===== src/rtl/clk_div_pkg.sv =====
// Shared types and sizing for the multi-channel clock divider.
// The ratio range is fixed here so the config struct has one width everywhere.
package clk_div_pkg;

    localparam int MAX_DIV = 64;
    localparam int DIV_W   = $clog2(MAX_DIV);

    typedef enum logic {
        TOGGLE = 1'b0,
        PULSE  = 1'b1
    } div_mode_e;

    typedef struct packed {
        div_mode_e              mode;
        logic [DIV_W-1:0]       div_less_1;
    } div_cfg_t;

    function automatic int ch_width(input int n);
        return (n > 1) ? $clog2(n) : 1;
    endfunction

endpackage


===== src/rtl/clk_div_ch.sv =====
// One divider channel: counter, output flop, active/pending config and a
// falling-edge bypass select that only changes while both clock sources are low.
module clk_div_ch
    import clk_div_pkg::*;
#(
    parameter logic [DIV_W-1:0] RST_DIV_LESS_1 = '0
) (
    input  logic     refclk,
    input  logic     rst,
    input  logic     dft_en,
    input  logic     ch_en,
    input  logic     ch_bypass,
    input  logic     cfg_load,
    input  div_cfg_t cfg_new,
    output logic     cfg_pending,
    output logic     divclk,
    output logic     divpulse,
    output logic     upd_done
);

    localparam div_cfg_t RST_CFG = '{mode: TOGGLE, div_less_1: RST_DIV_LESS_1};

    logic             en_q;
    logic [DIV_W-1:0] cnt;
    logic             div_q;
    div_cfg_t         act_cfg;
    div_cfg_t         pend_cfg;
    logic             pending;
    logic             bypass_q;
    logic             sel_n;
    logic             divpulse_q;
    logic             upd_done_q;

    logic             terminal;
    logic             boundary;
    logic             apply;
    logic [DIV_W-1:0] cnt_nxt;
    logic             div_nxt;
    div_cfg_t         act_nxt;
    logic             bypass_nxt;
    logic             pending_nxt;
    logic             pulse_nxt;

    always_comb begin
        terminal    = en_q && (cnt == act_cfg.div_less_1);
        boundary    = !en_q || (terminal && ((act_cfg.mode == PULSE) || div_q));
        apply       = boundary && pending;

        cnt_nxt     = cnt;
        div_nxt     = div_q;
        act_nxt     = act_cfg;
        bypass_nxt  = bypass_q;
        pending_nxt = pending;

        if (apply) begin
            act_nxt = pend_cfg;
            cnt_nxt = '0;
            div_nxt = 1'b0;
        end else if (!ch_en || !en_q) begin
            // a channel that is (re)starting begins its first period from cnt 0
            cnt_nxt = '0;
            div_nxt = 1'b0;
        end else if (terminal) begin
            cnt_nxt = '0;
            div_nxt = (act_cfg.mode == TOGGLE) ? ~div_q : 1'b0;
        end else begin
            cnt_nxt = cnt + DIV_W'(1);
        end

        // div_q is low after every boundary, so the select may change here
        if (boundary) begin
            bypass_nxt = ch_bypass;
        end

        if (cfg_load) begin
            pending_nxt = 1'b1;
        end else if (apply) begin
            pending_nxt = 1'b0;
        end

        // strobe is computed from next-cycle state so it lands in the terminal cycle itself
        pulse_nxt = ch_en && (bypass_nxt ||
                    ((cnt_nxt == act_nxt.div_less_1) && ((act_nxt.mode == PULSE) || div_nxt)));
    end

    always_ff @(posedge refclk) begin
        if (rst) begin
            en_q       <= 1'b0;
            cnt        <= '0;
            div_q      <= 1'b0;
            act_cfg    <= RST_CFG;
            pending    <= 1'b0;
            bypass_q   <= 1'b0;
            divpulse_q <= 1'b0;
            upd_done_q <= 1'b0;
        end else begin
            en_q       <= ch_en;
            cnt        <= cnt_nxt;
            div_q      <= div_nxt;
            act_cfg    <= act_nxt;
            pending    <= pending_nxt;
            bypass_q   <= bypass_nxt;
            divpulse_q <= pulse_nxt;
            upd_done_q <= apply;
        end
    end

    always_ff @(posedge refclk) begin
        if (cfg_load) begin
            pend_cfg <= cfg_new;
        end
    end

    always_ff @(negedge refclk) begin
        if (rst) begin
            sel_n <= 1'b0;
        end else begin
            sel_n <= bypass_q;
        end
    end

    assign divclk      = (dft_en | sel_n) ? refclk : div_q;
    assign divpulse    = divpulse_q;
    assign upd_done    = upd_done_q;
    assign cfg_pending = pending;

endmodule


===== src/rtl/clk_div_multi.sv =====
// Multi-channel runtime-reconfigurable clock divider: shared config port
// decode and ready mux around NUM_CH independent channels.
module clk_div_multi
    import clk_div_pkg::*;
#(
    parameter  int NUM_CH         = 4,
    parameter  int RST_DIV_LESS_1 = 0,
    localparam int CH_W           = ch_width(NUM_CH)
) (
    input  logic              refclk,
    input  logic              rst,
    input  logic              dft_en,
    input  logic [NUM_CH-1:0] ch_en,
    input  logic [NUM_CH-1:0] ch_bypass,
    input  logic              cfg_valid,
    output logic              cfg_ready,
    input  logic [CH_W-1:0]   cfg_ch,
    input  logic              cfg_mode,
    input  logic [DIV_W-1:0]  cfg_div_less_1,
    output logic [NUM_CH-1:0] divclk,
    output logic [NUM_CH-1:0] divpulse,
    output logic [NUM_CH-1:0] upd_done
);

    logic [NUM_CH-1:0] ch_pending;
    logic [NUM_CH-1:0] cfg_load;
    logic              sel_free;
    div_cfg_t          cfg_new;

    assign cfg_new = '{mode: div_mode_e'(cfg_mode), div_less_1: cfg_div_less_1};

    // an out-of-range channel index is accepted and dropped so the port never stalls
    always_comb begin
        sel_free = 1'b1;
        for (int i = 0; i < NUM_CH; i++) begin
            if (cfg_ch == CH_W'(i)) begin
                sel_free = ~ch_pending[i];
            end
        end
        cfg_ready = ~rst & sel_free;
        for (int i = 0; i < NUM_CH; i++) begin
            cfg_load[i] = cfg_valid & cfg_ready & (cfg_ch == CH_W'(i));
        end
    end

    for (genvar g = 0; g < NUM_CH; g++) begin : g_ch
        clk_div_ch #(
            .RST_DIV_LESS_1 (DIV_W'(RST_DIV_LESS_1))
        ) u_ch (
            .refclk      (refclk),
            .rst         (rst),
            .dft_en      (dft_en),
            .ch_en       (ch_en[g]),
            .ch_bypass   (ch_bypass[g]),
            .cfg_load    (cfg_load[g]),
            .cfg_new     (cfg_new),
            .cfg_pending (ch_pending[g]),
            .divclk      (divclk[g]),
            .divpulse    (divpulse[g]),
            .upd_done    (upd_done[g])
        );
    end

endmodule


===== config.mk =====
export PLATFORM = sky130hd
export DESIGN_NAME = clk_div_multi
export DESIGN_NICKNAME = d
export VERILOG_FILES = /design/src/rtl/clk_div_pkg.sv /design/src/rtl/clk_div_ch.sv /design/src/rtl/clk_div_multi.sv
export SDC_FILE = /design/constraint.sdc
export NUM_CORES = 1
export LEC_CHECK = 0
export ABC_CLOCK_PERIOD_IN_PS = 2150
export CORE_ASPECT_RATIO = 0.5
export CORE_MARGIN = 2
export CORE_UTILIZATION = 54
export DETAILED_ROUTE_END_ITERATION = 16
export GPL_TIMING_DRIVEN = 0
export PLACE_DENSITY = 0.81
export RECOVER_POWER = 25
export REMOVE_ABC_BUFFERS = 1
export SLEW_MARGIN = 20
export SYNTH_ARGS = -nofsm -noshare
export SYNTH_HDL_FRONTEND = slang
export SYNTH_SLANG_ARGS = --single-unit

===== constraint.sdc =====
create_clock -name refclk -period 2.15 [get_ports refclk]
set_input_delay 0.43 -clock refclk [delete_from_list [all_inputs] [get_ports refclk]]
set_output_delay 0.43 -clock refclk [all_outputs]
set_load 0.01 [all_outputs]

==> summary.md, run 1 <==
| Metric | Value |
|---|---|
| Sequential area share after synthesis | `43.5%` |
| #FFs+latches synth | `108` |
| Status | `finished with violations` |
| Area of the mapped netlist | `5610 um2` |
| Total CTS buffers | `9` |
| DRC | `0` |
| Synth warn | `0` |
| Die height | `76.1 um` |
| Area leader, netlist | `dfxtp_1` |
| Synthesized area per cell | `9.43 um2` |
| Die ar. | `between 10000 and 15000 um2` |
| Critical path type | `reg2out` |
| TritonCTS clock tree | `built` |
| Setup-failing EPs final | `44` |
| Drt pass-1 iters | `5` |
| I/O Buffers | `33` |
| Initial Util | `55.3%` |
| Placed inst area | `5890 um2` |
| DP Wirelength | `8.36 mm` |
| Total Nets Final | `682` |
| Hold path endpoint | `g_ch[3].u_ch.cnt[0]$_SDFF_PP0_` |
| Slew HR | `-4.48%` |
| GRT overflow | `0` |
| WP data required | `1.72 ns` |
| Critical Path Source | `g_ch[2].u_ch.sel_n$_SDFF_NP0_` |
| CTS clk-pin slew, worst paths | `0.07 ns` |
| Gate Count Post-Synth | `595` |
| Vias | `5081` |
| Setup_tns | `-8.21 ns` |
| Worst vdd ir | `0.000397 V` |
| First DRT Iteration DRCs | `469` |
| Clk_skew | `0.0636 ns` |
| Total GRT Usage | `25.0%` |
| Final Hold Fails | `0` |
| Avg WL per Cell | `20.3 um` |
| Worst Hold Depth | `1` |
| Critical path launch point type | `flip-flop` |
| Worst setup margin | `-0.481 ns` |
| Hold Buf Count CTS | `0` |
| Htree depth | `3` |
| Core Footprint | `10100 um2` |
| Fraction of layout cells with a size suffix above 1 | `a little under a third` |
| Top Ports | `34` |
| Core Rows | `26` |
| Post-synth top area share | `between 20% and 30%` |
| Critical path peak fanout | `2` |
| Worst-margin pin slew | `roughly 1.6 ns` |
| Setup crit end kind | `primary output` |
| Max-slew violation count | `73` |
| Final Wtd Congestion | `0.875` |
| Vias in the first global route | `4675` |
| Die W | `between 100 and 150 um` |
| FFs w/ async S/R, synth | `0%` |
| Layout Area Growth over Synthesis | `29.1%` |
| RSZ-0062 raised after global routing | `true` |
| First-pass GRT wire length | `22.7 mm` |
| MaxCap Viol Count | `1` |
| Vias/cell | `6.33` |
| Root Driver | `clkbuf_16` |
| FF-to-FF setup slack | `-0.11 ns` |
| P_leak | `2.64 nW` |
| Hold/Removal Path Class | `reg2reg` |
| Failing checks | `max-capacitance violations, max-slew violations, negative setup slack` |
| Initial antenna violation count | `1` |
| Synth area leaders | `dfxtp_1, edfxtp_1, xor2_1, nor2_1, mux2i_1` |
| R2R depth | `8` |
| Skew-Pair Late Insertion Delay | `0.42 ns` |
| Clk buf depth | `2` |
| Largest net degree at the start of global routing | `73` |
| Post-synth EDFFs | `28` |
| HP Start | `g_ch[3].u_ch.cnt[0]$_SDFF_PP0_` |
| PwrDens | `633 nW/um2` |
| Antenna-violating nets left | `0` |
| Dominant synthesized flop cell | `dfxtp_1` |
| Worst reg2reg startpoint | `g_ch[0].u_ch.cnt[4]$_SDFF_PP0_` |
| Netlist cell types | `66` |
| CP arrival | `2.20 ns` |
| Post-Layout Inst Area | `7250 um2` |
| Post-Route WL | `16.3 mm` |
| Endpoint of the most critical register-to-register path | `g_ch[0].u_ch.divpulse$_SDFF_PP0_` |
-- per-stage QoR --
stage	hold WS [ns]	power [W]	instances	worst slack [ns]	util [%]
4_1_cts	0.492	0.00454	781	-0.462	66.1
3_3_place_gp	0.486	0.00262	731	-2.21	58.0
2_1_floorplan	0.464	0.00242	558	-0.188	-
5_1_grt	0.511	0.00472	803	-0.529	71.4
6_report	0.503	0.00459	803	-0.481	71.4
3_5_place_dp	0.488	0.00263	731	-0.836	58.0
-- worst max path at each step --
stage                                                    end  slack (ns)  cells past startpoint
final                                              divclk[2]       -0.48                      4
after global routing                               divclk[0]       -0.53                      4
after CTS                                          divclk[2]       -0.46                      4
after detailed placement  g_ch[0].u_ch.pend_cfg[2]$_DFFE_PP_       -0.84                      5
after global placement    g_ch[0].u_ch.pend_cfg[0]$_DFFE_PP_       -2.21                      4
after floorplan             g_ch[3].u_ch.divpulse$_SDFF_PP0_       -0.19                      7
-- Yosys cell counts, types with 10 or more instances --
master / count
a21oi_1: 33
edfxtp_1: 28
buf_4: 14
nor2_1: 68
nor2b_1: 20
clkbuf_1: 11
mux2i_1: 23
nor3_1: 30
xor2_1: 31
xnor2_1: 22
nand2_1: 44
o21ai_0: 10
dfxtp_1: 80
nand2b_1: 12
nand3_1: 18
-- critical path: stages, from the launching register on --
cell and delay, ns:
dfxtp_1 0.31, nor2_2 0.11, nand2_1 0.07, o21ai_1 0.08, buf_2 0.15
-- cells by family after synthesis --
| family | share of synthesized area [%] |
|---|---|
| adders and majority gates | 0.892 |
| AOI/OAI and AO/OA | 13.5 |
| DFF | 43.5 |
| and+or+nand+nor | 22.6 |
| xor gates and xnor gates | 8.27 |
| buffers and inverters | 4.59 |
| muxes | 6.62 |
-- placed cells by master (no fill, tap or decap), types with 14 or more instances in the layout --
master           instances
a21oi_1                 27
buf_4                   47
clkdlybuf4s50_1         18
dfxtp_1                 44
dfxtp_2                 24
edfxtp_1                28
inv_1                   15
mux2i_1                 18
nand2_1                 43
nand3_1                 17
nor2_1                  59
nor2b_1                 19
nor3_1                  28
xnor2_1                 14
xor2_1                  15
xor2_2                  15
-- registers in the layout, indices dropped and copies added (netlist names) --
name                   cells
g_ch.u_ch.cnt             24
g_ch.u_ch.sel_n            4
g_ch.u_ch.divpulse         4
g_ch.u_ch.cfg_pending      4
g_ch.u_ch.bypass_q         4
g_ch.u_ch.upd_done         4
g_ch.u_ch.pend_cfg        28
g_ch.u_ch.act_cfg         28
g_ch.u_ch.en_q             4
g_ch.u_ch.div_q            4
-- power by group --
part / switching [W] / total [W] / leakage (nW) / internal, W
logic: 0.000194 / 0.000357 / 1.47 / 0.000163
registers: 0.0000378 / 0.00215 / 0.925 / 0.00211
clock network: 0.000910 / 0.00208 / 0.239 / 0.00117
total: 0.00114 / 0.00459 / 2.64 / 0.00344
-- what timing repair did --
action | in CTS | in global routing
cloned | 0 | 0
pin swaps | 23 | 25
buffers inserted | 27 | 21
setup endpoints to repair | 44 | 9
gates resized for setup | 96 | 84
-- routing by layer --
layer  up-vias  part of all wire (%)  routed length [um]  GRT usage (%)
met3        81                   7.2                1180           5.99
met1      2452                    39                6380           31.8
met2       300                    48                7850           40.1
met4         0                   5.5                 904           12.8
met5         -                     0                   0              0
li1       2248                     -                   -              -
-- cell type report --
cell class | instances | area (um2)
Tap cell | 140 | 175
Antenna cell | 1 | 2.50
Inverter | 7 | 26.3
Sequential cell | 108 | 2520
Clock inverter | 14 | 123
Clock buffer | 14 | 270
Timing Repair Buffer | 77 | 648
Fill cell | 617 | 2900
Multi-Input combinational cell | 442 | 3480
Note: power is estimated with default switching activity, not from simulation.
==> run 2: changes to the inputs <==
--- a/config.mk
+++ b/config.mk
@@ -5,7 +5,6 @@
 export SDC_FILE = /design/constraint.sdc
 export NUM_CORES = 1
 export LEC_CHECK = 0
-export ABC_CLOCK_PERIOD_IN_PS = 2150
 export CORE_ASPECT_RATIO = 0.5
 export CORE_MARGIN = 2
 export CORE_UTILIZATION = 54
@@ -13,7 +12,7 @@
 export GPL_TIMING_DRIVEN = 0
 export PLACE_DENSITY = 0.81
 export RECOVER_POWER = 25
-export REMOVE_ABC_BUFFERS = 1
+export SETUP_SLACK_MARGIN = 0.4
 export SLEW_MARGIN = 20
 export SYNTH_ARGS = -nofsm -noshare
 export SYNTH_HDL_FRONTEND = slang
==> summary.md, run 2 (synthesis gave the netlist of run 1 again) <==
| Metric | Value |
|---|---|
| Slew HR | `~44%` |
| Core Footprint | `10100 um2` |
| Placed inst area | `about 6300 um2` |
| Gr busiest metal | `met2` |
| Most common cell after layout, fill and taps aside | `nor2_1` |
| Htree depth | `3` |
| Clk buf depth | `2` |
| HP Start | `rst` |
| FF-to-FF setup slack | `-0.30 ns` |
| First-pass GRT wire length | `25.6 mm` |
| GRT overflow | `0` |
| DRC | `0` |
| Crit path largest cell delay | `0.31 ns` |
| First DRT Iteration DRCs | `740` |
| CP arrival | `about 2.4 ns` |
| P_leak | `2.92 nW` |
| Hold Worst Slack | `0.373 ns` |
| Met3 usage | `~8.1%` |
| PwrDens | `579 nW/um2` |
| Vias/cell | `6.63` |
| Failing checks | `negative setup slack` |
| Worst reg2reg startpoint | `g_ch[0].u_ch.div_q$_SDFF_PP0_` |
| DP Wirelength | `between 9 and 10 mm` |
| Antenna Cells | `0` |
| Worst-margin pin slew | `between 0.8 and 0.9 ns` |
| Met2 usage | `47.4%` |
| Total Nets Final | `724` |
| Filler cell count | `490` |
| Critical path type | `reg2out` |
| CP top delay family | `flip-flops` |
| Final Hold Fails | `0` |
| Hold path endpoint | `g_ch[1].u_ch.en_q$_SDFF_PP0_` |
| Dpl cells | `767` |
| Setup crit end kind | `primary output` |
| Endpoint of the most critical register-to-register path | `g_ch[0].u_ch.divpulse$_SDFF_PP0_` |
| Clk_skew | `between 0.06 and 0.07 ns` |
| Vias in the first global route | `around 5000` |
| Critical path peak fanout | `2` |
| Layout Cells excl Fill | `~840` |
| Worst vdd ir | `0.000409 V` |
| Final Wtd Congestion | `0.914` |
| Top flop regs | `g_ch.u_ch.act_cfg: 28 flops, g_ch.u_ch.pend_cfg: 28 flops, g_ch.u_ch.cnt: 24 flops` |
| Post-Syn Nets | `620` |
| I/O Buffers | `32` |
| Drt pass-1 iters | `7` |
| Total GRT Usage | `roughly 29%` |
| TritonCTS clock tree | `built` |
| Post-Layout Inst Area | `7900 um2` |
| Total power | `approximately 0.0046 W` |
| Worst-path cell chain | `nor2_2, nand2_1, o21ai_2, buf_4, buf_6` |
| Critical path launch point type | `flip-flop` |
| Post-Route WL | `20.1 mm` |
| Skew-Pair Late Insertion Delay | `roughly 0.43 ns` |
| Core Rows | `26` |
| Status | `finished with violations` |
| Levels on crit path | `5` |
| Antenna-violating nets left | `0` |
| Worst setup margin | `-0.641 ns` |
| Worst path slowest cell | `dfxtp_1` |
| Total CTS buffers | `9` |
| RSZ-0062 raised after global routing | `true` |
| Initial antenna violation count | `0` |
| Max-slew violation count | `0` |
| Root Driver | `clkbuf_16` |
| Fraction of layout cells with a size suffix above 1 | `36.5%` |
| WP data required | `1.72 ns` |
| CTS clk-pin slew, worst paths | `0.07 ns` |
| Worst Hold Depth | `2` |
| CP Buf/Inv Count | `2` |
| MaxCap Viol Count | `0` |
| Largest net degree at the start of global routing | `19` |
| Layout Area Growth over Synthesis | `40.7%` |
| Initial Util | `about 55%` |
| Vias | `roughly 5600` |
| Die W | `about 150 um` |
| Die ar. | `11300 um2` |
| Avg WL per Cell | `23.8 um` |
| Commonest non-fill, non-tap cells in the layout | `nor2_1, dfxtp_1, buf_4, nand2_1, buf_6` |
| Setup-failing EPs final | `8` |
| Top Ports | `34` |
| R2R depth | `9` |
| M1 GR Usage | `36.0%` |
| Hold/Removal Path Class | `in2reg` |
| Hold Buf Count CTS | `0` |
| Die height | `76.1 um` |
[run 2: cell types whose count changed in the layout (fill, tap and decap cells not counted), moves of 6 or more]
| cell | change |
|---|---|
| buf_6 | +30 |
| clkbuf_1 | +6 |
| clkdlybuf4s50_1 | -6 |
| dfxtp_2 | +6 |
| dfxtp_4 | -11 |
| nor2b_4 | +6 |
| xor2_2 | -7 |
[run 2: power breakdown]
group | switching [W] | leakage, nW | internal [W]
clock network | 0.000963 | 0.231 | 0.000968
logic | 0.000255 | 1.77 | 0.000218
registers | 0.0000449 | 0.919 | 0.00212
[run 2: per-stage QoR]
step	worst slack, ns	setup TNS (ns)	util [%]
floorplan	0.0273	0	-
global placement	-0.528	-12.44	62.0
detailed placement	-0.543	-13.72	62.0
CTS	-0.559	-2.38	72.3
global route	-0.683	-3.50	77.8
finish	-0.641	-3.13	77.8
[run 2: metal layers]
metal  routed length, um  vias to the layer above
li1                    -                     2336
met1                7160                     2650
met2                9380                      447
met3                2140                      161
met4                1380                        0
met5                   0                        -
[run 2: layout make-up]
| class | instances | area, um2 | area share [%] |
|---|---|---|---|
| inverter | 7 | 33.8 | 0.428 |
| buffer | 37 | 320 | 4.06 |
| tap | 140 | 175 | 2.22 |
| clock buffer | 15 | 278 | 3.52 |
| sequential | 108 | 2480 | 31.4 |
| timing repair buffer | 82 | 777 | 9.84 |
| multi-input combinational | 442 | 3760 | 47.7 |
| clock inverter | 13 | 65.1 | 0.824 |
[run 2: worst max-delay path by stage]
| stage | startpoint | end | slack, ns |
|---|---|---|---|
| 2_1_floorplan | g_ch[3].u_ch.sel_n$_SDFF_NP0_ | divclk[3] | 0.03 |
| 5_1_grt | g_ch[0].u_ch.sel_n$_SDFF_NP0_ | divclk[0] | -0.68 |
| 6_report | g_ch[1].u_ch.sel_n$_SDFF_NP0_ | divclk[1] | -0.64 |
| 3_3_place_gp | cfg_ch[0] | cfg_ready | -0.53 |
| 3_5_place_dp | cfg_ch[0] | cfg_ready | -0.54 |
| 4_1_cts | g_ch[2].u_ch.sel_n$_SDFF_NP0_ | divclk[2] | -0.56 |
[run 2: timing repair]
item	CTS	global route
setup endpoints to repair	80	87
gates cloned	2	0
setup buffers	36	16
pin swaps	40	39
gates resized for setup	131	100
[run 2: worst register-to-register path, cell delays in order, from the launching register on]
cell and delay (ns):
dfxtp_1 0.37, nor2_1 0.45, nor4b_2 0.13, a21o_1 0.21, buf_6 0.15, mux2i_4 0.21
buf_4 0.15, nor4_4 0.29, a211oi_2 0.09, o32ai_2 0.30
